`config.mk`:
```
export PLATFORM = sky130hd
export DESIGN_NAME = codec_spi_config_flat
export DESIGN_NICKNAME = d
export VERILOG_FILES = /design/src/rtl/codec_spi_config_if.sv /design/src/rtl/codec_spi_config.sv /design/src/flat_wrapper.sv
export SDC_FILE = /design/constraint.sdc
export NUM_CORES = 1
export LEC_CHECK = 0
export ABC_CLOCK_PERIOD_IN_PS = 3520
export CAP_MARGIN = 20
export CORE_MARGIN = 1.5
export CORE_UTILIZATION = 55
export CTS_CLUSTER_SIZE = 24
export DETAILED_ROUTE_END_ITERATION = 12
export PLACE_DENSITY = 0.79
export SLEW_MARGIN = 15
export SYNTH_ARGS = -nofsm -noshare
export SYNTH_HDL_FRONTEND = slang
export SYNTH_SLANG_ARGS = --single-unit
```
`constraint.sdc`:
```
create_clock -name i_clock -period 3.52 [get_ports i_clock]
set_input_delay 0.704 -clock i_clock [delete_from_list [all_inputs] [get_ports i_clock]]
set_output_delay 0.704 -clock i_clock [all_outputs]
set_load 0.01 [all_outputs]
```
`src/rtl/codec_spi_config_if.sv`:
```
// ---------------------------------------------------------------------------
// codec_spi_config_if
// Request channel between a configuration sequencer and the codec SPI
// write master.  One transfer happens on every rising clock edge where
// cfg_valid and cfg_ready are both high.
//
//   cfg_valid  sequencer -> master   write request present
//   cfg_ready  master -> sequencer   master can take a request this cycle
//   cfg_addr   sequencer -> master   16-bit codec register address
//   cfg_data   sequencer -> master   8-bit register data
//   cfg_last   sequencer -> master   final write of the configuration sequence
// ---------------------------------------------------------------------------
interface codec_spi_config_if;
   logic        cfg_valid;
   logic        cfg_ready;
   logic [15:0] cfg_addr;
   logic [7:0]  cfg_data;
   logic        cfg_last;

   // The sequencer side drives requests and watches ready.
   modport master (
      output cfg_valid,
      output cfg_addr,
      output cfg_data,
      output cfg_last,
      input  cfg_ready
   );

   // The SPI write master consumes requests and drives ready.
   modport slave (
      input  cfg_valid,
      input  cfg_addr,
      input  cfg_data,
      input  cfg_last,
      output cfg_ready
   );
endinterface

```
`src/rtl/codec_spi_config.sv`:
```
// ---------------------------------------------------------------------------
// codec_spi_config
// Single-clock SPI (mode 0) write master that streams codec register writes.
// After reset it sends a short train of chip-select pulses that put the codec
// into SPI mode.  It then accepts register writes, shifts each one out as a
// 32-bit frame {8'h00, addr, data} MSB first, and after the write marked
// "last" raises a sticky done flag that enables the audio path.
//
// Parameters
//   CLK_DIV          SCLK half-period in i_clock cycles (2 or more)
//   GAP_CYCLES       cycles cs_n stays high after every frame (1 or more)
//   PREAMBLE_PULSES  number of mode-select cs_n pulses after reset (1 or more)
//
// Ports
//   i_clock        system clock, rising edge
//   i_reset_n      asynchronous active-low reset
//   cfg            request channel (valid/ready/addr/data/last), slave side
//   o_spi_cs_n     SPI chip select, active low
//   o_spi_sclk     SPI clock, idles low
//   o_spi_mosi     SPI data, MSB first
//   o_busy         high whenever the block is neither idle nor done
//   o_config_done  sticky, high once the last frame and its gap have finished
// ---------------------------------------------------------------------------
module codec_spi_config #(
   parameter int CLK_DIV         = 4,
   parameter int GAP_CYCLES      = 8,
   parameter int PREAMBLE_PULSES = 3
) (
   input  logic               i_clock,
   input  logic               i_reset_n,
   codec_spi_config_if.slave  cfg,
   output logic               o_spi_cs_n,
   output logic               o_spi_sclk,
   output logic               o_spi_mosi,
   output logic               o_busy,
   output logic               o_config_done
);

   // One shared counter covers the preamble period, the SCLK half-period
   // divider, the trailing half-period and the inter-frame gap.
   localparam int PRE_LEN = 4 * CLK_DIV;
   localparam int CNT_MAX = (PRE_LEN > GAP_CYCLES) ? PRE_LEN : GAP_CYCLES;
   localparam int CNT_W   = $clog2(CNT_MAX + 1);
   localparam int PULSE_W = $clog2(PREAMBLE_PULSES + 1);

   localparam logic [CNT_W-1:0]   PRE_END     = CNT_W'(PRE_LEN);
   localparam logic [CNT_W-1:0]   PRE_LOW_END = CNT_W'(2 * CLK_DIV);
   localparam logic [CNT_W-1:0]   DIV_END     = CNT_W'(CLK_DIV - 1);
   localparam logic [CNT_W-1:0]   GAP_END     = CNT_W'(GAP_CYCLES - 1);
   localparam logic [PULSE_W-1:0] PULSE_END   = PULSE_W'(PREAMBLE_PULSES - 1);
   localparam logic [5:0]         LAST_EDGE   = 6'd63;

   typedef enum logic [2:0] {
      ST_PREAMBLE,
      ST_IDLE,
      ST_SHIFT,
      ST_TRAIL,
      ST_GAP,
      ST_DONE
   } state_t;

   state_t             state_q, state_d;
   logic [CNT_W-1:0]   cnt_q, cnt_d;
   logic [5:0]         edge_q, edge_d;
   logic [PULSE_W-1:0] pulse_q, pulse_d;
   logic [31:0]        shreg_q, shreg_d;
   logic               last_q, last_d;

   logic cs_n_d, sclk_d, mosi_d, ready_d, busy_d, done_d;
   logic ready_q;

   assign cfg.cfg_ready = ready_q;

   // State register.  Every output is a flop loaded from the value the
   // output logic derives for the *next* state, so the pins are glitch-free
   // and always match the state the block is in during that cycle.  Reset
   // parks the sequencer one step before the first preamble pulse, so the
   // first edge after release already drives cs_n low and o_busy high.
   always_ff @(posedge i_clock or negedge i_reset_n) begin
      if (!i_reset_n) begin
         state_q       <= ST_PREAMBLE;
         cnt_q         <= '0;
         edge_q        <= '0;
         pulse_q       <= '0;
         shreg_q       <= '0;
         last_q        <= 1'b0;
         o_spi_cs_n    <= 1'b1;
         o_spi_sclk    <= 1'b0;
         o_spi_mosi    <= 1'b0;
         ready_q       <= 1'b0;
         o_busy        <= 1'b0;
         o_config_done <= 1'b0;
      end else begin
         state_q       <= state_d;
         cnt_q         <= cnt_d;
         edge_q        <= edge_d;
         pulse_q       <= pulse_d;
         shreg_q       <= shreg_d;
         last_q        <= last_d;
         o_spi_cs_n    <= cs_n_d;
         o_spi_sclk    <= sclk_d;
         o_spi_mosi    <= mosi_d;
         ready_q       <= ready_d;
         o_busy        <= busy_d;
         o_config_done <= done_d;
      end
   end

   // Next-state logic.
   // PREAMBLE: cnt runs 1..4*CLK_DIV per pulse (0 only right after reset);
   //   the low half of each pulse is cnt 1..2*CLK_DIV.
   // SHIFT: cnt divides the clock into SCLK half-periods and edge_q counts
   //   the 64 half-periods; odd edge_q means SCLK is high.  The shift
   //   register advances only when leaving an odd half-period, i.e. on the
   //   SCLK falling edge, so the MSB is stable around every rising edge.
   // TRAIL: one more half-period with SCLK low and cs_n still asserted.
   // GAP: cs_n high for GAP_CYCLES, then IDLE or the terminal DONE state.
   // The request inputs are only looked at in IDLE, which is the one state
   // where ready is high, so a running frame can never be disturbed.
   always_comb begin
      state_d = state_q;
      cnt_d   = cnt_q;
      edge_d  = edge_q;
      pulse_d = pulse_q;
      shreg_d = shreg_q;
      last_d  = last_q;

      case (state_q)
         ST_PREAMBLE: begin
            if (cnt_q == PRE_END) begin
               if (pulse_q == PULSE_END) begin
                  state_d = ST_IDLE;
                  cnt_d   = '0;
                  pulse_d = '0;
               end else begin
                  cnt_d   = CNT_W'(1);
                  pulse_d = pulse_q + 1'b1;
               end
            end else begin
               cnt_d = cnt_q + 1'b1;
            end
         end

         ST_IDLE: begin
            if (cfg.cfg_valid) begin
               state_d = ST_SHIFT;
               cnt_d   = '0;
               edge_d  = '0;
               shreg_d = {8'h00, cfg.cfg_addr, cfg.cfg_data};
               last_d  = cfg.cfg_last;
            end
         end

         ST_SHIFT: begin
            if (cnt_q == DIV_END) begin
               cnt_d = '0;
               if (edge_q == LAST_EDGE) begin
                  state_d = ST_TRAIL;
               end else begin
                  edge_d = edge_q + 1'b1;
                  if (edge_q[0]) begin
                     shreg_d = {shreg_q[30:0], 1'b0};
                  end
               end
            end else begin
               cnt_d = cnt_q + 1'b1;
            end
         end

         ST_TRAIL: begin
            if (cnt_q == DIV_END) begin
               state_d = ST_GAP;
               cnt_d   = '0;
            end else begin
               cnt_d = cnt_q + 1'b1;
            end
         end

         ST_GAP: begin
            if (cnt_q == GAP_END) begin
               state_d = last_q ? ST_DONE : ST_IDLE;
               cnt_d   = '0;
            end else begin
               cnt_d = cnt_q + 1'b1;
            end
         end

         ST_DONE: begin
            state_d = ST_DONE;
         end

         default: begin
            state_d = ST_PREAMBLE;
            cnt_d   = '0;
         end
      endcase
   end

   // Output logic, evaluated on the next state so the registered pins line
   // up with the state they describe.  SPI pins default to the idle bus:
   // cs_n high, sclk and mosi low.
   always_comb begin
      cs_n_d  = 1'b1;
      sclk_d  = 1'b0;
      mosi_d  = 1'b0;
      ready_d = 1'b0;
      busy_d  = 1'b1;
      done_d  = 1'b0;

      case (state_d)
         ST_PREAMBLE: begin
            cs_n_d = (cnt_d == '0) || (cnt_d > PRE_LOW_END);
         end

         ST_IDLE: begin
            ready_d = 1'b1;
            busy_d  = 1'b0;
         end

         ST_SHIFT: begin
            cs_n_d = 1'b0;
            sclk_d = edge_d[0];
            mosi_d = shreg_d[31];
         end

         ST_TRAIL: begin
            cs_n_d = 1'b0;
         end

         ST_GAP: begin
            cs_n_d = 1'b1;
         end

         ST_DONE: begin
            busy_d = 1'b0;
            done_d = 1'b1;
         end

         default: begin
            cs_n_d = 1'b1;
         end
      endcase
   end

endmodule

```
`src/flat_wrapper.sv`:
```
// flat-port wrapper written by rule: the top's interface ports become plain ports
module codec_spi_config_flat 
#(
   parameter int CLK_DIV         = 4,
   parameter int GAP_CYCLES      = 8,
   parameter int PREAMBLE_PULSES = 3
)
  (i_clock, i_reset_n, o_spi_cs_n, o_spi_sclk, o_spi_mosi, o_busy, o_config_done, cfg_cfg_valid, cfg_cfg_addr, cfg_cfg_data, cfg_cfg_last, cfg_cfg_ready);
  codec_spi_config_if cfg_i ();
  input  logic i_clock;
  input  logic i_reset_n;
  output logic o_spi_cs_n;
  output logic o_spi_sclk;
  output logic o_spi_mosi;
  output logic o_busy;
  output logic o_config_done;
  input wire logic [$bits(cfg_i.cfg_valid)-1:0] cfg_cfg_valid;
  input wire logic [$bits(cfg_i.cfg_addr)-1:0] cfg_cfg_addr;
  input wire logic [$bits(cfg_i.cfg_data)-1:0] cfg_cfg_data;
  input wire logic [$bits(cfg_i.cfg_last)-1:0] cfg_cfg_last;
  output wire logic [$bits(cfg_i.cfg_ready)-1:0] cfg_cfg_ready;
  assign cfg_i.cfg_valid = cfg_cfg_valid;
  assign cfg_i.cfg_addr = cfg_cfg_addr;
  assign cfg_i.cfg_data = cfg_cfg_data;
  assign cfg_i.cfg_last = cfg_cfg_last;
  assign cfg_cfg_ready = cfg_i.cfg_ready;
  codec_spi_config #(.CLK_DIV(CLK_DIV), .GAP_CYCLES(GAP_CYCLES), .PREAMBLE_PULSES(PREAMBLE_PULSES)) u_core (.i_clock(i_clock), .i_reset_n(i_reset_n), .cfg(cfg_i), .o_spi_cs_n(o_spi_cs_n), .o_spi_sclk(o_spi_sclk), .o_spi_mosi(o_spi_mosi), .o_busy(o_busy), .o_config_done(o_config_done));
endmodule
```
==> run metrics, run 1 <==
status finished clean; ANT nets after route 0; total vias in the final route 2043; worst r2r dst u_core.shreg_q[26]; IO Port Bufs 33; switching part of the total 0.359; Fmax 407 MHz; crit-path leading delay family simple AND/OR/NAND/NOR gates; Critical Path Sink u_core.shreg_q[26]; DIE AREA 5210 µm²; Data required, critical path 3.70 ns; Crit Path Category reg -> reg; HPWL after detailed placement 3.45 mm; Setup crit end kind flop; clock share of power 0.163; root buffer cell clkbuf_8; top cells by area, synth dfrtp_1 51%, nand2_1 12%, a22oi_1 6.9%; Synthesis Warnings 0; proportion of power drawn by combinational gates 0.321; routed len/inst 14.0 µm; Post-Syn Instances 275; IO Pins 34; hold crit path type in -> async; top_reg_cell synth dfrtp_1; H-tree levels 2; internal power 1.34 mW; WP depth 6; Startpoint Class flop; largest net degree at the start of global routing 43; core area 4470 µm²; Reg power frac 0.516; worst r2r src u_core.cnt_q[1]; global route hottest layer met2; Clock Latency Late Sink 0.32 ns; Detailed Route Iter0 Violations 177; initial antenna violation count 0; Die H 72.2 µm; post-placement cell area 2980 µm²; Rows 24; Async SR Flop Fraction 1.00; First-pass DRT Iterations 4; Final min period 2.46 ns; crit share post-route 0.698; Power Density 681 nW/µm²; top-count cell post-synth nand2_1; layout cell share with drive strength beyond 1 0.0977; Peak VDD IR 0.000354 V; maximum clock insertion buffer count 2; synthesized area per cell 9.56 µm²; syn nets 307; FF+latch count, synth 55; worst endpoint data arrival time 2.64 ns; Antenna Cells 0; crit-path cells ha_1, nor4b_4, o2111ai_1, nor2_2, buf_4, o21ai_0; Via density 5.69; Slew HR 0.495; CTS buffer count 5; Max FO, Critical Path 38; NumNets Final 338; post-CTS setup buffers 0; DRC errors left 0; clock slew at reported path FFs 0.09 ns; Syn-to-layout area delta 16.5%; max_cap viols 0; Yosys top cell area share 0.514; hold buffer count at cts 0; total gr overflow 0; CTS tree built; Bufs and invs on worst path 1; Leak 1.40 nW; TNS Setup 0 ns; final hold violations 0; met2 GRT Util 0.349; routability cong. 0.909; cell area after layout 3060 µm²; P_sw 0.750 mW; Die X 72.2 µm; final wirelength 5.02 mm; RSZ-0062 raised after global routing false; met3 Use GR 0.0347; post-synth top area cell dfrtp_1; Post-Syn Area 2630 µm²; sequential fraction of the synthesis area 0.524; reg-to-reg slack, setup 1.06 ns; grt met1 use 0.327; clk sink count 55; worst reg-to-reg path cell count 6; skew final 0.00738 ns; first-pass GRT wire length 9.22 mm; CTS resizes 0; Cell variety after synth 41; Max Slew Vio Count 0; vias in the first global route 2037; Slowest-stage cell, CP o2111ai_1; Max stage delay on crit path 0.46 ns; most instantiated cells after synthesis 81 x nand2_1, 54 x dfrtp_1, 24 x a22oi_1, 21 x o21ai_0; Slew @ Worst Pin 0.757 ns; Setup-failing EPs final 0; number of enable flip-flop cells after synthesis 0; initial core utilization 0.588; Critical path origin u_core.cnt_q[1]; GRT Resource Usage Total 0.227
## power groups by stage
| stage | combinational [mW] | sequential (mW) | clock (mW) |
|---|---|---|---|
| after floorplan | 0.553 | 1.02 | 0 |
| after global routing | 0.775 | 1.12 | 0.374 |
| final | 0.669 | 1.08 | 0.340 |
| after detailed placement | 0.674 | 1.08 | 0 |
| after CTS | 0.675 | 1.08 | 0.348 |
| after global placement | 0.650 | 1.08 | 0 |
## per-stage QoR
step | power (mW) | hold WS (ns) | instances | setup slack [ns] | utilization
after global placement | 1.73 | 0.459 | 351 | 1.13 | 0.666
after detailed placement | 1.76 | 0.463 | 351 | 1.07 | 0.666
after CTS | 2.10 | 0.279 | 359 | 1.05 | 0.685
after global routing | 2.27 | 0.278 | 359 | 0.749 | 0.685
after floorplan | 1.58 | 0.408 | 275 | 1.35 | -
final | 2.09 | 0.265 | 359 | 1.06 | 0.685
## metal layers
metal	up-vias	routed length, µm
met2	50	2350
li1	1003	-
met5	-	0
met3	8	225
met4	0	100
met1	982	2340
## cells by family (layout without fill, tap and decap cells)
family | count (synthesis) | after routing | share of synthesized area
AOI/OAI and AO/OA | 58 | 58 | 0.154
xor gates and xnor gates | 6 | 6 | 0.0200
and+or+nand+nor | 130 | 130 | 0.239
adders and majority gates | 4 | 4 | 0.0190
DFF | 55 | 55 | 0.524
muxes | 1 | 1 | 0.00428
buffers and inverters | 21 | 53 | 0.0395
## sequential cells by signal, indices dropped and copies added (netlist names)
signal,cells
u_core.shreg_q,32
u_core.edge_q,6
u_core.cnt_q,5
u_core.state_q,3
u_core.pulse_q,2
u_core.cfg.cfg_ready,1
u_core.last_q,1
u_core.o_busy,1
u_core.o_config_done,1
u_core.o_spi_cs_n,1
u_core.o_spi_mosi,1
u_core.o_spi_sclk,1
## cell type report
| class | instances | area [µm²] |
|---|---|---|
| Clock buffer | 7 | 76.3 |
| Timing Repair Buffer | 37 | 355 |
| Sequential cell | 55 | 1380 |
| Multi-Input combinational cell | 199 | 1150 |
| Tap cell | 52 | 65.1 |
| Clock inverter | 1 | 5.00 |
| Inverter | 8 | 30.0 |
| Fill cell | 365 | 1410 |
## cell usage in the layout (no fill, tap or decap), types with 3 or more instances in the layout
master,synthesis,final
clkbuf_8,0,5
and3_1,3,3
dfrtp_1,54,54
clkdlybuf4s50_1,0,32
xor2_1,5,5
and2b_2,3,3
nor2_1,11,9
nand2b_1,4,4
nand2_1,81,81
inv_1,8,8
ha_1,4,4
a22oi_1,24,24
o21ai_0,21,21
buf_4,1,4
nand3_1,11,11
nor3_1,6,6
## worst min-delay path by stage
| stage | start | end | slack (ns) | cells after the start |
|---|---|---|---|---|
| floorplan | i_reset_n | u_core.cfg.cfg_ready | 0.41 | 0 |
| global placement | u_core.shreg_q[23] | u_core.shreg_q[24] | 0.46 | 2 |
| detailed placement | u_core.shreg_q[23] | u_core.shreg_q[23] | 0.46 | 2 |
| CTS | i_reset_n | u_core.edge_q[5] | 0.28 | 1 |
| global route | i_reset_n | u_core.edge_q[5] | 0.28 | 1 |
| finish | i_reset_n | u_core.last_q | 0.26 | 1 |
Power figures use the tool's default switching activity.
==> run 2: changes to the inputs <==
--- a/config.mk
+++ b/config.mk
@@ -5,7 +5,7 @@
 export SDC_FILE = /design/constraint.sdc
 export NUM_CORES = 1
 export LEC_CHECK = 0
-export ABC_CLOCK_PERIOD_IN_PS = 3520
+export ABC_CLOCK_PERIOD_IN_PS = 2370
 export CAP_MARGIN = 20
 export CORE_MARGIN = 1.5
 export CORE_UTILIZATION = 55
==> constraint.sdc (replaced) <==
create_clock -name i_clock -period 2.37 [get_ports i_clock]
set_input_delay 0.474 -clock i_clock [delete_from_list [all_inputs] [get_ports i_clock]]
set_output_delay 0.474 -clock i_clock [all_outputs]
set_load 0.01 [all_outputs]
==> run 2 against run 1 <==
Power increased by 54%. Register-to-register slack lost 1.0 ns. Sequential share of layout area down 1.1 points. Routed wire length grew 8.6%. Clock power increased by 55%. Utilization rose by 1.6 points. Critical path type unchanged. Critical endpoint is now u_core.o_spi_cs_n. Highest routed layer unchanged.
==> run metrics, run 2 (same netlist as run 1, synthesis figures left out) <==
Antenna Cells 0; Via density 5.77; post-place setup slack 0.0106 ns; Syn-to-layout area delta 19.3%; Largest register FFs 32; Tot Pwr 3.22 mW; HPWL after detailed placement 3.76 mm; clock slew at reported path FFs 0.09 ns; Fmax 434 MHz; root buffer cell clkbuf_8; RSZ-0062 raised after global routing false; post-placement cell area 3030 µm²; Detailed Route Iter0 Violations 203; most common library cell in the layout ignoring fill and taps nand2_1; Max FO, Critical Path 5; DP Cell Count 357; CTS buffer count 5; Bufs and invs on worst path 1; First-pass DRT Iterations 5; Leak 1.45 nW; vias in the first global route 2050; Power Density 1030 nW/µm²; IO Port Bufs 33; NumNets Final 346; post-route non-filler standard cell count 367; skew final 0.00982 ns; biggest regs u_core.shreg_q x32, u_core.edge_q x6, u_core.cnt_q x5; worst endpoint data arrival time 2.54 ns; Rows 24; hold crit path type in -> async; ANT nets after route 0; CTS tree built; Max Slew Vio Count 0; internal power 2.06 mW; final wirelength 5.45 mm; max_cap viols 0; Reg power frac 0.489; clock share of power 0.164; Slew HR 0.554; crit-path cells inv_1, ha_1, nor4bb_4, mux2_2, a221o_2, nand4b_1, xor2_1, a21oi_1; Die X 72.2 µm; Setup-failing EPs final 0; largest net degree at the start of global routing 56; worst reg-to-reg path cell count 8; initial core utilization 0.588; routed wl met3 352 µm; proportion of power drawn by combinational gates 0.347; status finished clean; Finished Core Util 0.701; total gr overflow 0; Setup crit end kind flop; switching part of the total 0.360; most frequent cells in the layout 81 x nand2_1, 54 x dfrtp_1, 32 x clkdlybuf4s50_1; routed len/inst 14.9 µm; Die H 72.2 µm; Final WS setup 0.0660 ns; TNS Setup 0 ns; Biggest register u_core.shreg_q; Data required, critical path 2.61 ns; cell area after layout 3140 µm²; Final min period 2.30 ns; Clock Latency Late Sink 0.31 ns; Max stage delay on crit path 0.45 ns; H-tree levels 2; DRC errors left 0; GRT Resource Usage Total 0.235; final hold violations 0; crit share post-route 0.972; hold_ws 0.282 ns; total vias in the final route 2118; Crit Path Category reg -> reg; IO Pins 34; Slew @ Worst Pin 0.669 ns; met2 WL 2.70 mm; Peak VDD IR 0.000553 V; DIE AREA 5210 µm²; crit-path leading delay family compound AO/OA/AOI/OAI gates; worst r2r src u_core.cnt_q[1]; initial antenna violation count 0; P_sw 1.16 mW; routability cong. 0.929; Slowest-stage cell, CP dfrtp_1; clk sink count 55; DR top layer met4; Startpoint Class flop; layout cell share with drive strength beyond 1 0.127; reg-to-reg slack, setup 0.07 ns; core area 4470 µm²; Met1 Wirelength 2.28 mm; worst r2r dst u_core.o_spi_cs_n; maximum clock insertion buffer count 2; first-pass GRT wire length 9.39 mm; hold buffer count at cts 0
==> run 2: power groups by stage <==
stage               registers, mW  logic, mW  clock network (mW)
finish                       1.57       1.12               0.526
global route                 1.62       1.26               0.583
CTS                          1.57       1.10               0.547
detailed placement           1.57       1.10                   0
global placement             1.56       1.04                   0
floorplan                    1.52      0.822                   0
==> run 2: worst max path at each step <==
stage                    startpoint                end  slack, ns  cells after the start
floorplan           u_core.cnt_q[0]  u_core.o_spi_cs_n       0.20                      8
global placement    u_core.cnt_q[0]  u_core.o_spi_cs_n       0.11                      8
detailed placement  u_core.cnt_q[0]  u_core.o_spi_cs_n       0.01                      8
CTS                 u_core.cnt_q[0]  u_core.o_spi_cs_n       0.07                      8
global route        u_core.cnt_q[0]  u_core.o_spi_cs_n      0.003                      8
finish              u_core.cnt_q[1]  u_core.o_spi_cs_n       0.07                      8
==> run 2: timing repair <==
action / CTS / global route
resized for setup: 0 / 2
hold endpoints to repair: 0 / 0
buffers inserted: 1 / 1
endpoints found under the setup margin: 1 / 2
==> run 2: layer usage <==
metal / track usage / vias up
li1: - / 1023
met1: 0.311 / 1003
met2: 0.372 / 79
met3: 0.0569 / 13
met4: 0.0985 / 0
met5: 0 / -
==> run 2: layout make-up <==
| type | instances | area (µm²) |
|---|---|---|
| clock inverter | 1 | 5.00 |
| sequential | 55 | 1380 |
| inverter | 8 | 30.0 |
| tap | 52 | 65.1 |
| timing repair buffer | 45 | 419 |
| clock buffer | 7 | 86.3 |
| multi-input combinational | 199 | 1150 |
| fill | 320 | 1340 |
==> run 2: worst reg2reg max path: cells and delay by family (launching register included) <==
family,cells,cell delay [ns]
adder cells (fa/ha/maj),1,0.14
buffers and inverters,1,0.08
AND/OR/NAND/NOR,2,0.44
multiplexers,1,0.38
flip-flops,1,0.45
AO/OA/AOI/OAI,2,0.56
XOR/XNOR,1,0.17
